`src/rtl/scr1_tcm_portb_arb.sv`:
```
// ----------------------------------------------------------------------------
// scr1_tcm_portb_arb
// Arbitrates TCM port B between the core dmem path and the accelerator master.
// The core has fixed priority. A starvation guard lets the accelerator win one
// conflict after it has waited STARVE_MAX cycles. An accelerator lock holds the
// port for atomic read-modify-write sequences, and LOCK_MAX bounds how long it
// can be held.
//
// Ports:
//   clk, rst_n                       clock, asynchronous active-low reset
//   core_req/wr/addr/wdata/be        core access request
//   core_ack, core_rvalid            core issued this cycle / read data valid
//   acc_req/wr/lock/addr/wdata/be    accelerator access request (+ lock hold)
//   acc_ack, acc_rvalid              accel issued this cycle / read data valid
//   mem_ren/wen/addr/wdata/be        port B memory pins
//   acc_owner                        high while the accelerator holds the lock
//
// Read data comes straight from the memory's port B output one cycle after
// the access is issued. It is qualified by core_rvalid or acc_rvalid and is
// not registered here.
//
// state  | meaning
// -------+-----------------------------------------------------------------
// ARB    | normal arbitration: core priority plus the starvation guard
// LOCKED | accelerator holds the port; core is stalled until release/timeout
// ----------------------------------------------------------------------------
module scr1_tcm_portb_arb #(
  parameter int AWIDTH     = 14,
  parameter int STARVE_MAX = 8,
  parameter int LOCK_MAX   = 64
) (
  input  logic              clk,
  input  logic              rst_n,
  input  logic              core_req,
  input  logic              core_wr,
  input  logic [AWIDTH-1:0] core_addr,
  input  logic [31:0]       core_wdata,
  input  logic [3:0]        core_be,
  output logic              core_ack,
  output logic              core_rvalid,
  input  logic              acc_req,
  input  logic              acc_wr,
  input  logic              acc_lock,
  input  logic [AWIDTH-1:0] acc_addr,
  input  logic [31:0]       acc_wdata,
  input  logic [3:0]        acc_be,
  output logic              acc_ack,
  output logic              acc_rvalid,
  output logic              mem_ren,
  output logic              mem_wen,
  output logic [AWIDTH-1:0] mem_addr,
  output logic [31:0]       mem_wdata,
  output logic [3:0]        mem_be,
  output logic              acc_owner
);

  localparam logic [7:0] STARVE_LIM = 8'(STARVE_MAX);
  localparam logic [7:0] LOCK_LAST  = 8'(LOCK_MAX - 1);

  typedef enum logic {
    ARB    = 1'b0,
    LOCKED = 1'b1
  } state_t;

  state_t     state, state_nxt;
  logic [7:0] starve_cnt;
  logic [7:0] lock_cnt;
  logic       core_gnt;
  logic       acc_gnt;
  logic       lock_timeout;

  assign lock_timeout = (state == LOCKED) && (lock_cnt == LOCK_LAST);

  always_ff @(posedge clk or negedge rst_n) begin
    if (!rst_n) begin
      state <= ARB;
    end else begin
      state <= state_nxt;
    end
  end

  // Grant and next state. The starvation override only matters in ARB:
  // in LOCKED the core is never granted, so the accelerator cannot starve.
  always_comb begin
    core_gnt  = 1'b0;
    acc_gnt   = 1'b0;
    state_nxt = state;
    case (state)
      ARB: begin
        if (core_req && !(acc_req && (starve_cnt == STARVE_LIM))) begin
          core_gnt = 1'b1;
        end else if (acc_req) begin
          acc_gnt = 1'b1;
        end
        if (acc_gnt && acc_lock) begin
          state_nxt = LOCKED;
        end
      end
      LOCKED: begin
        acc_gnt = acc_req;
        // Timeout releases the port even if this cycle's access asks to keep
        // the lock; the access itself is still issued.
        if (lock_timeout || (acc_gnt && !acc_lock) || (!acc_req && !acc_lock)) begin
          state_nxt = ARB;
        end
      end
      default: state_nxt = ARB;
    endcase
  end

  assign core_ack  = core_gnt;
  assign acc_ack   = acc_gnt;
  assign acc_owner = (state == LOCKED);

  always_comb begin
    mem_ren   = 1'b0;
    mem_wen   = 1'b0;
    mem_addr  = '0;
    mem_wdata = '0;
    mem_be    = '0;
    if (core_gnt) begin
      mem_ren   = ~core_wr;
      mem_wen   = core_wr;
      mem_addr  = core_addr;
      mem_wdata = core_wdata;
      mem_be    = core_be;
    end else if (acc_gnt) begin
      mem_ren   = ~acc_wr;
      mem_wen   = acc_wr;
      mem_addr  = acc_addr;
      mem_wdata = acc_wdata;
      mem_be    = acc_be;
    end
  end

  always_ff @(posedge clk or negedge rst_n) begin
    if (!rst_n) begin
      starve_cnt <= '0;
    end else if (acc_gnt) begin
      starve_cnt <= '0;
    end else if (acc_req && (starve_cnt != STARVE_LIM)) begin
      starve_cnt <= starve_cnt + 8'd1;
    end
  end

  // Holding the count at zero outside LOCKED gives the clear-on-entry behaviour.
  always_ff @(posedge clk or negedge rst_n) begin
    if (!rst_n) begin
      lock_cnt <= '0;
    end else if (state == LOCKED) begin
      lock_cnt <= lock_cnt + 8'd1;
    end else begin
      lock_cnt <= '0;
    end
  end

  always_ff @(posedge clk or negedge rst_n) begin
    if (!rst_n) begin
      core_rvalid <= 1'b0;
      acc_rvalid  <= 1'b0;
    end else begin
      core_rvalid <= core_gnt & ~core_wr;
      acc_rvalid  <= acc_gnt & ~acc_wr;
    end
  end

endmodule
```
`config.mk`:
```
export PLATFORM = sky130hd
export DESIGN_NAME = scr1_tcm_portb_arb
export DESIGN_NICKNAME = d
export VERILOG_FILES = /design/src/rtl/scr1_tcm_portb_arb.sv
export SDC_FILE = /design/constraint.sdc
export NUM_CORES = 1
export LEC_CHECK = 0
export BUFFER_PORTS_ARGS = -buffer_cell sky130_fd_sc_hd__buf_2
export CORE_ASPECT_RATIO = 2
export CORE_UTILIZATION = 39
export CTS_CLUSTER_DIAMETER = 80
export CTS_CLUSTER_SIZE = 14
export DETAILED_ROUTE_END_ITERATION = 6
export GPL_ROUTABILITY_DRIVEN = 0
export PLACE_DENSITY_LB_ADDON = 0.05
export SYNTH_ARGS = -nofsm -noshare
export SYNTH_HDL_FRONTEND = slang
export SYNTH_SLANG_ARGS = --single-unit
export TNS_END_PERCENT = 30
```
`constraint.sdc`:
```
create_clock -name clk -period 4.4 [get_ports clk]
set_input_delay 0.44 -clock clk [delete_from_list [all_inputs] [get_ports clk]]
set_output_delay 0.44 -clock clk [all_outputs]
set_load 0.005 [all_outputs]
```
==> results.cfg, run 1 <==
[power]
peakVddDrop_mv = 0.1641
p_leak_nw = 1.578
total_power_mw = 0.5283
powerDensity_nw_per_um2 = 210.6

[finish]
final_common_cell = buf_2
utilization_pct = 61.37
multi_input_area_um2 = 1062
diodes = 0
drive_gt1_share_pct = 41.16
ff_latch_area_um2 = 475.5
area_growth_pct = 50.98
final_area_um2 = 2509
stdcell_count = 465
layout_common_cells = 163 x buf_2, 108 x nand2_1, 59 x nand3_1
final_nets = 524
nFillCells = 427

[place]
placed_area_um2 = 2464
dp_cells = 461
place_ws_ns = 1.513
io_buffers = 163
post-dp-hpwl_um = 4528

[synth]
synthCells = 264
synth_ff_type = dfrtp_1
async_flop_share_pct = 100.0
syn_area_um2 = 1662
yosys_register_bits = 19
yosys_warnings = 0
synth-edff-count = 0
syn-num-nets = 374
synth.avg_cell_area_um2 = 6.294
ys_seq_area_share_pct = 28.61
ys_types = 33

[worst_setup_path]
critPathRequiredTime_ns = 3.96
startpoint_type = flip-flop
rrSetupSlack_ns = 1.87
path_class = flip-flop to primary output
reg2reg_depth = 7
crit_path_max_fanout = 59
rr_startpoint = starve_cnt[0]
r2r_end = starve_cnt[6]
cp.arrival_ns = 2.75
crit_path_end_kind = primary output

[die]
boundaryPins = 164
start_util_pct = 40.65
fp.dieArea_um2 = 4542
die_w_um = 48.16
die_height_um = 94.31
num_rows = 33
core-area_um2 = 4088

[cts]
cts-htree-levels = 1
cts_resized = 0
cts_buffers = 3
postCtsHoldBufs = 0
cts_setup_buffers = 0
insertion_delay_ns = 0.25
cts.sinks = 19
cts_tree = built
clk_pin_slew_ns = 0.06
clockRootBuffer = clkbuf_8
cts.path.max_buffers = 2

[detailed_routing]
drt-total-wl_um = 5951
drt_iter0_markers = 47
via_per_inst = 4.923
dr.pass1.iters = 4
drc = 0
wl_per_cell_um = 12.80
antenna_left = 0
vias = 2289

[outcome]
outcome = complete, no violations

[global_route]
grt_pass1_wl_um = 8680
antenna_found_initial = 0
grt_pass1_vias = 2008
grt_max_degree = 67
grt_overflow = 0
grt.total_usage_pct = 25.62

[sta]
hold_ws_ns = 0.1178
tightest_slew_ns = 0.8514
hold_viol = 0
setup_tns_ns = 0
skew_ns = 0.002912
setup_viol = 0
min_period_over_period_pct = 72.40
slew_violations = 0
rsz0062_at_grt = no
fin_ws_ns = 1.215
relSlewSlack_pct = 43.16
final.min_clock_period_ns = 3.185
max_freq_mhz = 313.9

[min_path]
min_path_type = input port to asynchronous set/reset pin

[run]
maxCapViolations = 0
==> worst max-delay path, stage by stage (launching register included) <==
cell and delay (ns):
dfrtp_1 0.40, inv_1 0.10, ha_1 0.15, or4b_1 0.50
o41ai_4 0.34, buf_4 0.54, nand2_1 0.18, o22ai_1 0.16
buf_2 0.13
==> worst max-delay path by stage <==
stage | startpoint | endpoint
global route | starve_cnt[0] | mem_ren
CTS | starve_cnt[0] | mem_ren
finish | starve_cnt[0] | mem_ren
global placement | starve_cnt[0] | mem_ren
floorplan | starve_cnt[0] | mem_addr[10]
detailed placement | starve_cnt[0] | mem_ren
==> layout make-up <==
cell class,count,share of cell area [%]
Clock buffer,4,1.796
Tap cell,52,2.594
Sequential cell,19,18.95
Multi-Input combinational cell,217,42.34
Timing Repair Buffer,165,33.12
Inverter,8,1.197
==> cell usage after synthesis, types with 2 or more instances <==
library cell	count	share of area [%]
o22ai_1	2	0.75
clkbuf_1	9	2.0
and2_1	6	2.3
ha_1	3	2.3
nand3_1	59	18
nand2_1	108	24
inv_1	7	1.6
nor2b_1	2	0.75
buf_4	2	0.90
a21oi_1	3	0.90
dfrtp_1	19	29
buf_2	9	2.7
nor3_1	3	0.90
nor2_1	6	1.4
xor2_1	3	1.6
o21ai_0	3	0.90
xnor2_1	4	2.1
==> registers in the layout (all words and copies together), names as in the netlist <==
name	flops
lock_cnt	8
starve_cnt	8
acc_owner	1
acc_rvalid	1
core_rvalid	1
==> cells by family after synthesis <==
kind of cell    Yosys count  share of synthesized area (%)
buf+inv                  28                          7.454
simple gates            191                          50.53
xor+xnor                  7                          3.690
flops                    19                          28.61
mux                       1                         0.6024
compound gates           15                          6.852
fa+ha+maj                 3                          2.259
==> routing by layer <==
layer | up-vias | routed length, µm | GRT usage [%]
li1 | 1160 | - | -
met1 | 1020 | 2242 | 31.45
met2 | 103 | 3239 | 44.33
met3 | 6 | 403 | 2.500
met4 | 0 | 65 | 7.176
met5 | - | 0 | 0
==> report_power, final <==
group	internal (mW)	total (mW)	switching, mW
clock	0.0642	0.116	0.0520
sequential	0.182	0.190	0.00842
combinational	0.104	0.222	0.118
(Power assumes the default switching activity.)
==> run 2: changes to the inputs <==
--- a/config.mk
+++ b/config.mk
@@ -5,9 +5,10 @@
 export SDC_FILE = /design/constraint.sdc
 export NUM_CORES = 1
 export LEC_CHECK = 0
+export ABC_AREA = 1
 export BUFFER_PORTS_ARGS = -buffer_cell sky130_fd_sc_hd__buf_2
 export CORE_ASPECT_RATIO = 2
-export CORE_UTILIZATION = 39
+export CORE_UTILIZATION = 38
 export CTS_CLUSTER_DIAMETER = 80
 export CTS_CLUSTER_SIZE = 14
 export DETAILED_ROUTE_END_ITERATION = 6
==> constraint.sdc (replaced) <==
create_clock -name clk -period 3.2 [get_ports clk]
set_input_delay 0.32 -clock clk [delete_from_list [all_inputs] [get_ports clk]]
set_output_delay 0.32 -clock clk [all_outputs]
set_load 0.005 [all_outputs]
==> run 2 against run 1 <==
Non-clock buffer count stayed put. Setup slack worse by 0.51 ns. Total power rose by 34%. Core utilization fell by 4.3 points. Global-route usage shrank 1.4 points. Synthesized area grew 7.8%. Clock power rose by 43%. Routed wire length rose by 5.5%. Combinational power increased by 29%. Critical path type unchanged.
==> results.cfg, run 2 <==
[synth]
synth_ff_type = dfrtp_1
synthSimpleGateAreaFrac_pct = 53.32
synth.avg_cell_area_um2 = 6.049
syn-num-nets = 406
yosys_warnings = 0
syn_area_um2 = 1790
synth_top_family_by_area = simple AND/OR/NAND/NOR gates
ys_types = 22
synth_mux_area_share_pct = 0
yosys.area.top_type_share_pct = 27.46
synthCells = 296
synth-edff-count = 0
synthAdderAreaFrac_pct = 2.096
yosys_register_bits = 19
synth_compound_area_share_pct = 3.983
synth_top_area_cell = nand2_1
synth_top_cells_by_area = nand2_1 27%, dfrtp_1 27%, nand3_1 17%
ys_seq_area_share_pct = 26.55
synth_most_common_cell = nand2_1
synth_xor_area_share_pct = 1.468
synth.top_cells.by_count = 131 x nand2_1, 60 x nand3_1, 22 x nor2_1, 20 x inv_1, 19 x dfrtp_1
async_flop_share_pct = 100.0

[detailed_routing]
wl_per_cell_um = 12.48
via_per_inst = 4.761
drt_iter0_markers = 50
dr.pass1.iters = 4
vias = 2395
drt-total-wl_um = 6279
drc = 0
antenna_left = 0

[power]
powerDensity_nw_per_um2 = 272.9
p_leak_nw = 1.678
peakVddDrop_mv = 0.3109

[place]
post-dp-hpwl_um = 4993
io_buffers = 163

[sta]
hold_viol = 0
final.min_clock_period_ns = 2.493
max_freq_mhz = 401.1
rsz0062_at_grt = no
setup_viol = 0
min_period_over_period_pct = 77.91
slew_violations = 0
setup_tns_ns = 0
skew_ns = 0.002219
relSlewSlack_pct = 53.66
hold_ws_ns = 0.003255
tightest_slew_ns = 0.6951

[die]
die_w_um = 50.54
num_rows = 35
fp.dieArea_um2 = 5007
core-area_um2 = 4554
start_util_pct = 39.31
die_height_um = 99.08
boundaryPins = 164

[worst_setup_path]
critPathRequiredTime_ns = 2.88
cp.arrival_ns = 2.17
crit_path_max_fanout = 55
path_class = flip-flop to primary output
startpoint_type = flip-flop
crit_path_end_kind = primary output

[cts]
cts_setup_buffers = 0
cts_tree = built
cts_buffers = 3
cts.path.max_buffers = 2
postCtsHoldBufs = 0
cts.sinks = 19
clockRootBuffer = clkbuf_8
cts-htree-levels = 1
clk_pin_slew_ns = 0.07
insertion_delay_ns = 0.25
cts_resized = 0

[run]
maxCapViolations = 0

[global_route]
antenna_found_initial = 0
grt_pass1_vias = 2080
grt_overflow = 0
grt.total_usage_pct = 24.21
grt_pass1_wl_um = 9342
grt_max_degree = 56

[finish]
layout_common_cells = 163 x buf_2, 131 x nand2_1, 60 x nand3_1
area_growth_pct = 45.28
final_nets = 559
final_common_cell = buf_2
diodes = 0
drive_gt1_share_pct = 39.29
reg_top3 = lock_cnt x8, starve_cnt x8

[outcome]
outcome = complete, no violations

[min_path]
min_path_type = input port to asynchronous set/reset pin
==> run 2: metrics by stage <==
stage | utilization, % | total power [mW] | setup WS (ns) | instance area, µm² | cells
2_1_floorplan | - | 0.4126 | 1.573 | 1790 | 296
3_3_place_gp | 56.13 | 0.5472 | 0.9514 | 2556 | 499
3_5_place_dp | 56.13 | 0.5493 | 0.8938 | 2556 | 499
4_1_cts | 57.12 | 0.7165 | 0.6937 | 2601 | 503
5_1_grt | 57.12 | 0.7580 | 0.4935 | 2601 | 503
6_report | 57.12 | 0.7098 | 0.7068 | 2601 | 503
==> run 2: where the power goes <==
group | total, mW | switching, mW | internal, mW
combinational | 0.286 | 0.149 | 0.137
sequential | 0.257 | 0.00868 | 0.249
clock | 0.166 | 0.0780 | 0.0885
total | 0.710 | 0.235 | 0.474
==> run 2: final timing paths <==
kind / start / to / slack (ns) / cells past startpoint
max reg2reg: starve_cnt[0] / starve_cnt[6] / 1.40 / 7
min in group clk: core_wr / core_rvalid / 0.34 / 4
min reg2reg: lock_cnt[0] / lock_cnt[0] / 0.48 / 1
max in group asynchronous: rst_n / starve_cnt[7] / 2.89 / 1
min: rst_n / lock_cnt[5] / 0.003 / 1
max: starve_cnt[0] / mem_wen / 0.71 / 9
==> run 2: cell type report <==
| class | count | area (µm²) |
|---|---|---|
| Fill cell | 493 | 1953 |
| Multi-Input combinational cell | 239 | 1090 |
| Timing Repair Buffer | 165 | 843.3 |
| Sequential cell | 19 | 475.5 |
| Inverter | 21 | 78.83 |
| Tap cell | 55 | 68.82 |
| Clock buffer | 4 | 45.04 |
==> run 2: layer usage <==
metal	vias up	track usage (%)	part of all wire, %
li1	1233	-	-
met1	1036	25.55	35
met2	107	43.59	52
met3	19	5.247	9.2
met4	0	11.75	3.5
met5	-	0	0
==> run 2: kinds of logic (layout without fill, tap and decap cells) <==
group           after synthesis  count (layout)
xor+xnor                      3               3
flops                        19              19
buf+inv                      38             190
simple gates                222             222
fa+ha+maj                     3               3
compound gates               11              11
==> run 2: worst max-delay path: stages, from the launching register on <==
cell     delay [ns]
dfrtp_1        0.40
inv_1          0.09
ha_1           0.21
nand4_2        0.13
nor2_2         0.08
nor2_8         0.54
nand2_1        0.19
nand2_1        0.12
inv_1          0.04
buf_2          0.11
==> run 3: changes to the inputs <==
==> constraint.sdc (replaced) <==
create_clock -name clk -period 2.4 [get_ports clk]
set_input_delay 0.24 -clock clk [delete_from_list [all_inputs] [get_ports clk]]
set_output_delay 0.24 -clock clk [all_outputs]
set_load 0.005 [all_outputs]
==> run 3 against run 2 <==
Cell area grew 2.1%. Register-to-register slack lost 0.51 ns. Count of clock-buffer cells in the layout shrank 1. Clock power grew 37%. Global-route usage grew 1.3 points. Core utilization grew 1.2 points. Die area is the same. Total power grew 36%. Sequential cell count is the same. Critical endpoint is now mem_wdata[25].
==> results.cfg, run 3 (synthesis gave the netlist of run 2 again) <==
[outcome]
outcome = complete, no violations

[power]
pwr-share-seq_pct = 35.2
peakVddDrop_mv = 0.4211
p_leak_nw = 1.709
switching_share_pct = 33.80
powerDensity_nw_per_um2 = 364.3
p_switching_mw = 0.3269
p_comb_share_pct = 41.3
p_clk_share_pct = 23.5
p_int_mw = 0.6402

[sta]
setup_viol = 0
tightest_slew_ns = 0.4548
final.min_clock_period_ns = 2.173
min_period_over_period_pct = 90.55
setup_tns_ns = 0
rsz0062_at_grt = no
max_freq_mhz = 460.1
fin_ws_ns = 0.2267
slew_violations = 0
hold_viol = 0
skew_ns = 0.005245
relSlewSlack_pct = 69.68

[cts]
insertion_delay_ns = 0.26
clockRootBuffer = clkbuf_8
cts_resized = 0
cts-htree-levels = 1
cts.sinks = 19
cts_tree = built
cts_buffers = 3
clk_pin_slew_ns = 0.07
cts.path.max_buffers = 2

[worst_setup_path]
path_class = flip-flop to primary output
startpoint_type = flip-flop
cp.arrival_ns = 1.93
crit_path_max_fanout = 17
crit_path_end_kind = primary output
critPathRequiredTime_ns = 2.16

[detailed_routing]
drt_iter0_markers = 45
dr.pass1.iters = 4
vias = 2415
wl_per_cell_um = 12.65
drc = 0
drt-total-wl_um = 6428
antenna_left = 0
via_per_inst = 4.754

[run]
maxCapViolations = 0

[global_route]
grt_pass1_wl_um = 9618
grt_overflow = 0
grt.total_usage_pct = 25.53
antenna_found_initial = 0
grt_pass1_vias = 2073
grt_max_degree = 46

[min_path]
min_path_type = input port to flip-flop

[die]
num_rows = 35
core-area_um2 = 4554
die_w_um = 50.54
die_height_um = 99.08
boundaryPins = 164
start_util_pct = 39.31
fp.dieArea_um2 = 5007

[place]
io_buffers = 163
post-dp-hpwl_um = 5136
place_ws_ns = 0.5176

[finish]
drive_gt1_share_pct = 39.96
final_nets = 564
final_common_cell = buf_2
nFillCells = 498
layout_common_cells = 163 x buf_2, 131 x nand2_1, 60 x nand3_1
area_growth_pct = 48.29
utilization_pct = 58.30
diodes = 0
reg_top3 = lock_cnt x8, starve_cnt x8
run 3: stage by stage:
step                hold slack [ns]  std cells  power, mW  instance area (µm²)
finish                       0.2752        508     0.9672                 2655
global route                 0.3018        508      1.032                 2655
CTS                          0.2501        508     0.9745                 2655
detailed placement           0.2056        503     0.7441                 2599
global placement             0.2063        503     0.7430                 2599
floorplan                  -0.05559        296     0.5501                 1790
run 3: repair_timing:
action / in CTS / in global routing
hold buffers: 1 / 0
endpoints found under the hold margin: 19 / 0
buffers inserted: 0 / 0
run 3: per-layer routing:
| metal | vias to the layer above | wire length (µm) | track usage, % |
|---|---|---|---|
| met1 | 1053 | 2437 | 28.01 |
| met2 | 104 | 3272 | 45.03 |
| met5 | - | 0 | 0 |
| met3 | 15 | 506 | 4.475 |
| li1 | 1243 | - | - |
| met4 | 0 | 212 | 13.46 |
run 3: power by group through the flow:
stage | combinational (mW) | clock (mW) | sequential, mW
3_5_place_dp | 0.398 | 0 | 0.346
6_report | 0.400 | 0.227 | 0.340
3_3_place_gp | 0.397 | 0 | 0.346
2_1_floorplan | 0.204 | 0 | 0.346
4_1_cts | 0.401 | 0.234 | 0.340
5_1_grt | 0.446 | 0.245 | 0.341
run 3: layout make-up:
type	count	area [µm²]	area share, %
tap	55	68.82	2.592
clock buffer	3	41.29	1.555
timing repair buffer	170	895.9	33.74
clock inverter	1	5.005	0.1885
inverter	21	78.83	2.969
sequential	19	475.5	17.91
multi-input combinational	239	1090	41.05
run 3: worst max-delay path, cell delays in order, from the launching register on:
cell and delay [ns]:
dfrtp_1 0.39, inv_1 0.09, ha_1 0.20, nand4_2 0.13
nor2_2 0.08, nor2_8 0.25, buf_4 0.26, nand2_1 0.08
nand2_1 0.08, buf_2 0.11
run 3: worst paths after layout:
kind | cells past startpoint | end | startpoint | slack (ns)
setup / recovery | 9 | mem_wdata[25] | starve_cnt[0] | 0.23
hold / removal | 4 | core_rvalid | core_wr | 0.28
setup reg to reg | 7 | starve_cnt[5] | starve_cnt[0] | 0.89
hold reg to reg | 1 | lock_cnt[0] | lock_cnt[0] | 0.47
max in group asynchronous | 2 | acc_rvalid | rst_n | 1.63
min in group asynchronous | 2 | starve_cnt[7] | rst_n | 0.45
